$ cat src/rtl/serial_mod_arbiter.sv
// serial_mod_arbiter: two requesters share one bit-serial modulo-DIVISOR engine.
// Words are accepted round-robin over valid/ready. Each word is shifted MSB-first
// through the residue update. The remainder, the divisible flag and the requester
// id are then offered on a result valid/ready handshake.
module serial_mod_arbiter #(
    parameter  int W       = 16,
    parameter  int DIVISOR = 5,
    localparam int RW      = $clog2(DIVISOR)
) (
    input  logic          clk,
    input  logic          rst_n,
    input  logic          req0_valid,
    input  logic [W-1:0]  req0_data,
    output logic          req0_ready,
    input  logic          req1_valid,
    input  logic [W-1:0]  req1_data,
    output logic          req1_ready,
    output logic          res_valid,
    input  logic          res_ready,
    output logic          res_id,
    output logic [RW-1:0] res_rem,
    output logic          res_div,
    output logic          busy
);

    localparam int          CW      = $clog2(W);
    localparam logic [CW-1:0] LAST_BIT = CW'(W - 1);
    localparam logic [RW:0] DIV_T   = (RW + 1)'(DIVISOR);

    typedef enum logic [1:0] {
        IDLE,
        SHIFT,
        DONE
    } state_t;

    state_t          state_q,     state_d;
    logic [RW-1:0]   residue_q,   residue_d;
    logic [CW-1:0]   count_q,     count_d;
    logic [W-1:0]    shift_q,     shift_d;
    logic            resId_q,     resId_d;
    logic            lastGrant_q, lastGrant_d;

    logic            grantSel;
    logic            anyValid;
    logic [RW:0]     trial;
    logic [RW:0]     residueNext;

    // Round-robin pick: a lone valid wins, a tie goes to whoever was not served last.
    always_comb begin
        anyValid = req0_valid | req1_valid;
        grantSel = 1'b0;
        if (req0_valid && !req1_valid) begin
            grantSel = 1'b0;
        end else if (req1_valid && !req0_valid) begin
            grantSel = 1'b1;
        end else if (req0_valid && req1_valid) begin
            grantSel = ~lastGrant_q;
        end
    end

    // One residue step: t = 2*residue + msb, reduced by one conditional subtract.
    always_comb begin
        trial       = {residue_q, shift_q[W-1]};
        residueNext = (trial >= DIV_T) ? (trial - DIV_T) : trial;
    end

    // Next-state and output decode. The readies are gated by rst_n so that every output is 0 while reset is held.
    always_comb begin
        state_d     = state_q;
        residue_d   = residue_q;
        count_d     = count_q;
        shift_d     = shift_q;
        resId_d     = resId_q;
        lastGrant_d = lastGrant_q;
        req0_ready  = 1'b0;
        req1_ready  = 1'b0;
        res_valid   = 1'b0;
        res_rem     = '0;
        res_div     = 1'b0;

        unique case (state_q)
            IDLE: begin
                if (anyValid && rst_n) begin
                    req0_ready  = ~grantSel;
                    req1_ready  = grantSel;
                    shift_d     = grantSel ? req1_data : req0_data;
                    residue_d   = '0;
                    count_d     = '0;
                    resId_d     = grantSel;
                    lastGrant_d = grantSel;
                    state_d     = SHIFT;
                end
            end
            SHIFT: begin
                residue_d = residueNext[RW-1:0];
                shift_d   = {shift_q[W-2:0], 1'b0};
                count_d   = count_q + CW'(1);
                if (count_q == LAST_BIT) begin
                    state_d = DONE;
                end
            end
            DONE: begin
                res_valid = 1'b1;
                res_rem   = residue_q;
                res_div   = (residue_q == '0);
                if (res_ready) begin
                    state_d = IDLE;
                end
            end
            default: begin
                state_d = IDLE;
            end
        endcase
    end

    // State register. Reset discards any in-flight word and gives requester 0 the next grant.
    always_ff @(posedge clk or negedge rst_n) begin
        if (!rst_n) begin
            state_q     <= IDLE;
            residue_q   <= '0;
            count_q     <= '0;
            shift_q     <= '0;
            resId_q     <= 1'b0;
            lastGrant_q <= 1'b1;
        end else begin
            state_q     <= state_d;
            residue_q   <= residue_d;
            count_q     <= count_d;
            shift_q     <= shift_d;
            resId_q     <= resId_d;
            lastGrant_q <= lastGrant_d;
        end
    end

    assign res_id = resId_q;
    assign busy   = (state_q != IDLE);

endmodule

$ cat config.mk
export PLATFORM = sky130hd
export DESIGN_NAME = serial_mod_arbiter
export DESIGN_NICKNAME = d
export VERILOG_FILES = /design/src/rtl/serial_mod_arbiter.sv
export SDC_FILE = /design/constraint.sdc
export NUM_CORES = 1
export LEC_CHECK = 0
export CORE_UTILIZATION = 25
export CTS_CLUSTER_DIAMETER = 50
export CTS_CLUSTER_SIZE = 8
export DETAILED_ROUTE_END_ITERATION = 8
export GPL_TIMING_DRIVEN = 0
export HOLD_SLACK_MARGIN = 0.02
export SLEW_MARGIN = 20
export SYNTH_ARGS = -nofsm -noshare
export SYNTH_HDL_FRONTEND = slang
export SYNTH_SLANG_ARGS = --single-unit
$ cat constraint.sdc
create_clock -name clk -period 2 [get_ports clk]
set_input_delay 0.3 -clock clk [delete_from_list [all_inputs] [get_ports clk]]
set_output_delay 0.3 -clock clk [all_outputs]
set_load 0.01 [all_outputs]
### Yosys cells after proc, flatten, opt, wreduce, memory -nomap -nowiden

Cells that the tools add are included.

* eq/ne operators: 6
* $add $sub $neg: 2
* multiply operators: 0
* shift operators: 0
* $lt $le $gt $ge: 1
* multiplexer cells: 22
* reductions and logical operators: 13
* bitwise logic cells: 3
* div/mod/pow operators: 0

Operators by type and width (number)
* 16-bit 2-to-1 mux: 2
* 16-bit one-hot mux with 2 select lines: 1
* 1-bit 2-to-1 mux: 9
* 3-bit 2-to-1 mux: 3
* 4-bit one-hot mux with 2 select lines: 1
* 2-bit 2-to-1 mux: 3
* 2-bit != test, second input constant: 3
* 2-bit one-hot mux with 3 select lines: 1
* 3-bit one-hot mux with 2 select lines: 1
* 4-bit by 1-bit adder with 4-bit output, second input constant: 1
* 4-bit equality test, second input constant: 1
* 4-bit by 3-bit >= comparator with 1-bit output, second input constant: 1
* 1-bit logical AND: 4
* 4-bit 2-to-1 mux: 1
* 2-bit AND reduction: 2
* 2-bit nonzero test: 2
* 3-bit logical NOT: 1
* 3-bit AND reduction: 1
* 3-bit subtractor, second input constant: 1
* 2-bit by 1-bit equality test with 1-bit output, second input constant: 1
* 2-bit equality test, second input constant: 1
* 1-bit logical NOT: 2
* 2-bit logical NOT: 1
* 1-bit NOT: 2
* 1-bit bitwise OR: 1

* output and inout port bits: 9
* latch bits: 0
* input port bits: 37
* memory bits (writable): 0
* bits in registers: 27
* bits in read-only memories: 0
* memories: 0

### Longest topological paths before layout

* depth in word-level cells: 7
* gate-level depth with buffers: 7
* gate-level depth less buffers: 6

### Least setup slack after synthesis

Ideal clock, no wire load.

* path kind: flip-flop to output port
* start point: register state_q[1]
* end point: output port req1_ready
* cell stages (with the launch flop): 6
* slack: 0.519 ns
* path buffers: 3
* data required time: 1.700 ns
* arrival: 1.181 ns
* path through: dfrtp_1 > buf_4 > nor3b_2 > and3_1 > buf_2 > buf_6

* cells in the longest elaborated chain, start to end: 2

Ends and longest elaborated chain
* start, declared: line 36 `state_t state_q, state_d;`
* start signal, assigned: line 126 `state_q <= state_d;`
* 2-bit logical NOT: line 81 `unique case (state_q)`
* 1-bit 2-to-1 mux: line 81
* end, declared: line 17 `output logic req1_ready,`

No other way between the ends.

### Worst setup path after layout

* start point: register state_q[0]
* end point: output port res_valid

* cells in the longest elaborated chain, start to end: 2

Ends and longest elaborated chain
* 2-bit equality test: line 81
* 1-bit 2-to-1 mux: line 81
* end, declared: line 18 `output logic res_valid,`

No other way between the ends.

==> out/qor.yml <==
global_routing:
  globalRouteOverflowTotal: 0
  grt.total_usage: 0.1321
  grt_first_pass_wirelength_um: 6216
  vias_in_the_first_global_route: 1279
  antenna_found_initial: 0
  grt_max_degree: 27
synth:
  synth_xor_xnor_area_share: 0.006092
  post_synthesis_mean_instance_area_um2: 9.396
  synthesis.instances: 153
  postSynthNetCount: 193
  adder_and_majority_gate_portion_of_the_synthesized_area: 0.02611
  synth_largest_type_area_fraction: 0.4526
  synth_async_sr_flop_share: 1.000
  synth_seq_cells: 27
  yosys_warnings: 0
  synth_top_family_by_area: "compound AO/OA/AOI/OAI gates"
  syn_area_um2: 1438
  yosysMostFrequentCell: "sky130_fd_sc_hd__nand2_1"
  synth_largest_area_cell: "sky130_fd_sc_hd__dfrtp_1"
  synth_top_cells_by_area: "sky130_fd_sc_hd__dfrtp_1 45%, sky130_fd_sc_hd__a22oi_1 7.8%, sky130_fd_sc_hd__nand2_1 7.8%"
  netlist-cell-type-count: 32
  ys_top_cells_by_count: "30 x sky130_fd_sc_hd__nand2_1, 26 x sky130_fd_sc_hd__dfrtp_1, 15 x sky130_fd_sc_hd__a22oi_1, 14 x sky130_fd_sc_hd__nor2_1"
  synth_edf_count: 0
  synth_compound_area_frac: 0.2324
  synth_mux_area_frac: 0.006963
  yosys.area_share.simple: 0.2045
  ys_seq_area_frac: 0.4708
  synth_ff_type: "sky130_fd_sc_hd__dfrtp_1"
clock_tree:
  cts_max_path_buffers: 2
  cts_htree_levels: 1
  cts_made_buffers: 3
  tritoncts_clock_tree: "built"
  cts_root_buffer: "sky130_fd_sc_hd__clkbuf_8"
  cts.sink_count: 27
  clk-insertion-delay-late_ns: 0.28
  clk_pin_slew_worst_paths_ns: 0.10
setup_path:
  data_arrival_critical_path_ns: 1.64
  timing.critical_path.from_type: "flop"
  timing_worst_setup_path_type: "reg -> out"
  worstPathMaxFanout: 10
  critical_path.endpoint_type: "output port"
  crit_path_cell_trace: "clkbuf_8 > nand2b_4 > inv_2 > clkdlybuf4s50_1"
  critical_path.max_stage_delay_ns: 0.52
  critPathSlowestCell: "sky130_fd_sc_hd__clkdlybuf4s50_1"
  cp.required_ns: 1.70
routing:
  ant_nets: 0
  drtIter0Drc: 144
  highest-signal-layer: "met4"
  detailroute.wirelength.met2_um: 1856
  num_vias: 1343
  post-route-drc-count: 0
  route.layer.met1.wl_um: 1837
  routed_wirelength_um: 3944
  wl_per_cell_um: 14.14
  avgViaCountPerCell: 4.814
  route.met3.wl_um: 222
  drt_first_pass_iters: 4
placed_design:
  finalWeightedCongestion: 0.7409
  dp_hpwl_um: 2715
  numPlacedInstances: 270
  post_placement_setup_slack_ns: -0.6697
  dpl_cell_area_um2: 1973
  port-buffer-count: 45
finish:
  fin_util: 0.3839
  finish.net_count: 248
  flow.area_growth_from_synthesis_pct: 47.95
  fraction_of_layout_instances_using_a_drive_strength_above_1: 0.1208
  antenna_cells: 0
  layout.cell_area.non_filler_um2: 2127
  final-instance-count-excl-fill: 279
die:
  core_region_area_um2: 5540
  design.portCount: 46
  row_count: 27
  start_util: 0.2595
  chipWidth_um: 77.83
  die_height_um: 77.83
  die_area_um2: 6058
pwr:
  post-layout-total-power_mw: 2.197
  cellLeakagePower_nw: 0.9878
  power.density_cell_area_nw_per_um2: 1033
  max-vdd-ir-drop_uv: 329.0
sta:
  slew_viol_final: 0
  finalHoldViolations: 0
  max_slew.worst_pin.slew_ns: 0.6042
  clock_skew_after_layout_ns: 0.01044
  grt_setup_unrepaired: "no"
  setup_viol_count_final: 0
  max-slew-margin-rel: 0.5972
  finalWorstSetupSlack_ns: 0.06375
  fin_crit_ns: 1.936
  maxClockFrequency_mhz: 516.5
  final_min_period_over_clock_period: 0.9681
job:
  drv_cap: 0
min_path:
  holdCritPathClass: "in -> reg"
run_status:
  outcome: "completed"
==> routing by layer <==
metal,vias to the layer above,GRT usage
li1,675,-
met1,628,0.1833
met2,36,0.2088
met3,4,0.02588
met4,0,0.03396
met5,-,0
==> worst max-delay path: cells and delay by family, from the launching register on <==
kind,cells,cell delay (ns)
flip-flops,1,0.46
buffers and inverters,3,0.76
AND/OR/NAND/NOR,1,0.16
==> sequential cells by signal (all words and copies together), names as in the netlist <==
register	count
count_q	4
shift_q	16
state_q	2
lastGrant_q	1
residue_q	3
res_id	1
==> logic make-up (layout without fill, tap and decap cells) <==
family,Yosys count,after routing
simple gates,64,64
compound gates,43,43
flops,27,27
buf+inv,14,68
fa+ha+maj,3,3
xor+xnor,1,1
mux,1,1
==> per-stage QoR <==
stage	TNS, ns	hold slack (ns)
2_1_floorplan	0	0.004409
3_3_place_gp	-27.10	0.4631
3_5_place_dp	-2.809	0.3727
4_1_cts	-0.04603	0.4692
5_1_grt	0	0.4937
6_report	0	0.4763
==> worst paths after layout <==
| path | endpoint | start | slack (ns) | cells past startpoint |
|---|---|---|---|---|
| worst max-delay path | res_valid | state_q[0] | 0.06 | 4 |
| max in group asynchronous | state_q[0] | rst_n | 1.14 | 3 |
| min in group asynchronous | lastGrant_q | rst_n | 0.68 | 2 |
| worst min-delay path | shift_q[5] | rst_n | 0.48 | 4 |
| worst max register to register | shift_q[11] | state_q[0] | 0.27 | 6 |
| worst min register to register | count_q[3] | count_q[3] | 0.49 | 1 |
==> final cells by class <==
class / count / area (um^2)
Sequential cell: 27 / 678.2
Tap cell: 72 / 90.09
Clock buffer: 3 / 41.29
Fill cell: 583 / 3413
Inverter: 4 / 15.01
Timing Repair Buffer: 52 / 519.2
Multi-Input combinational cell: 112 / 703.2
Buffer: 8 / 75.07
Clock inverter: 1 / 5.005
==> where the power goes <==
group	switching [mW]	internal (mW)
sequential	0.189	0.776
combinational	0.454	0.465
clock	0.174	0.140
==> cells in the final DEF, fill, tap and decap left out, types with 3 or more instances in the layout <==
cell type,instances
sky130_fd_sc_hd__clkdlybuf4s50_1,37
sky130_fd_sc_hd__inv_1,3
sky130_fd_sc_hd__clkbuf_8,4
sky130_fd_sc_hd__and2_1,3
sky130_fd_sc_hd__a221oi_1,8
sky130_fd_sc_hd__dfrtp_1,25
sky130_fd_sc_hd__o21ai_1,6
sky130_fd_sc_hd__nor2_1,14
sky130_fd_sc_hd__nand2_1,30
sky130_fd_sc_hd__a222oi_1,8
sky130_fd_sc_hd__a22oi_1,15
sky130_fd_sc_hd__clkbuf_1,3
sky130_fd_sc_hd__buf_6,4
sky130_fd_sc_hd__dlygate4sd2_1,4
sky130_fd_sc_hd__ha_1,3
sky130_fd_sc_hd__buf_4,5
sky130_fd_sc_hd__nand2b_1,3
==> timing repair <==
item,in CTS,in global routing
hold endpoints to repair,26,0
resized for setup,24,6
setup endpoints to repair,8,3
pin swaps,1,1
hold buffers,2,0
buffers inserted,3,2
Power figures use the tool's default switching activity.
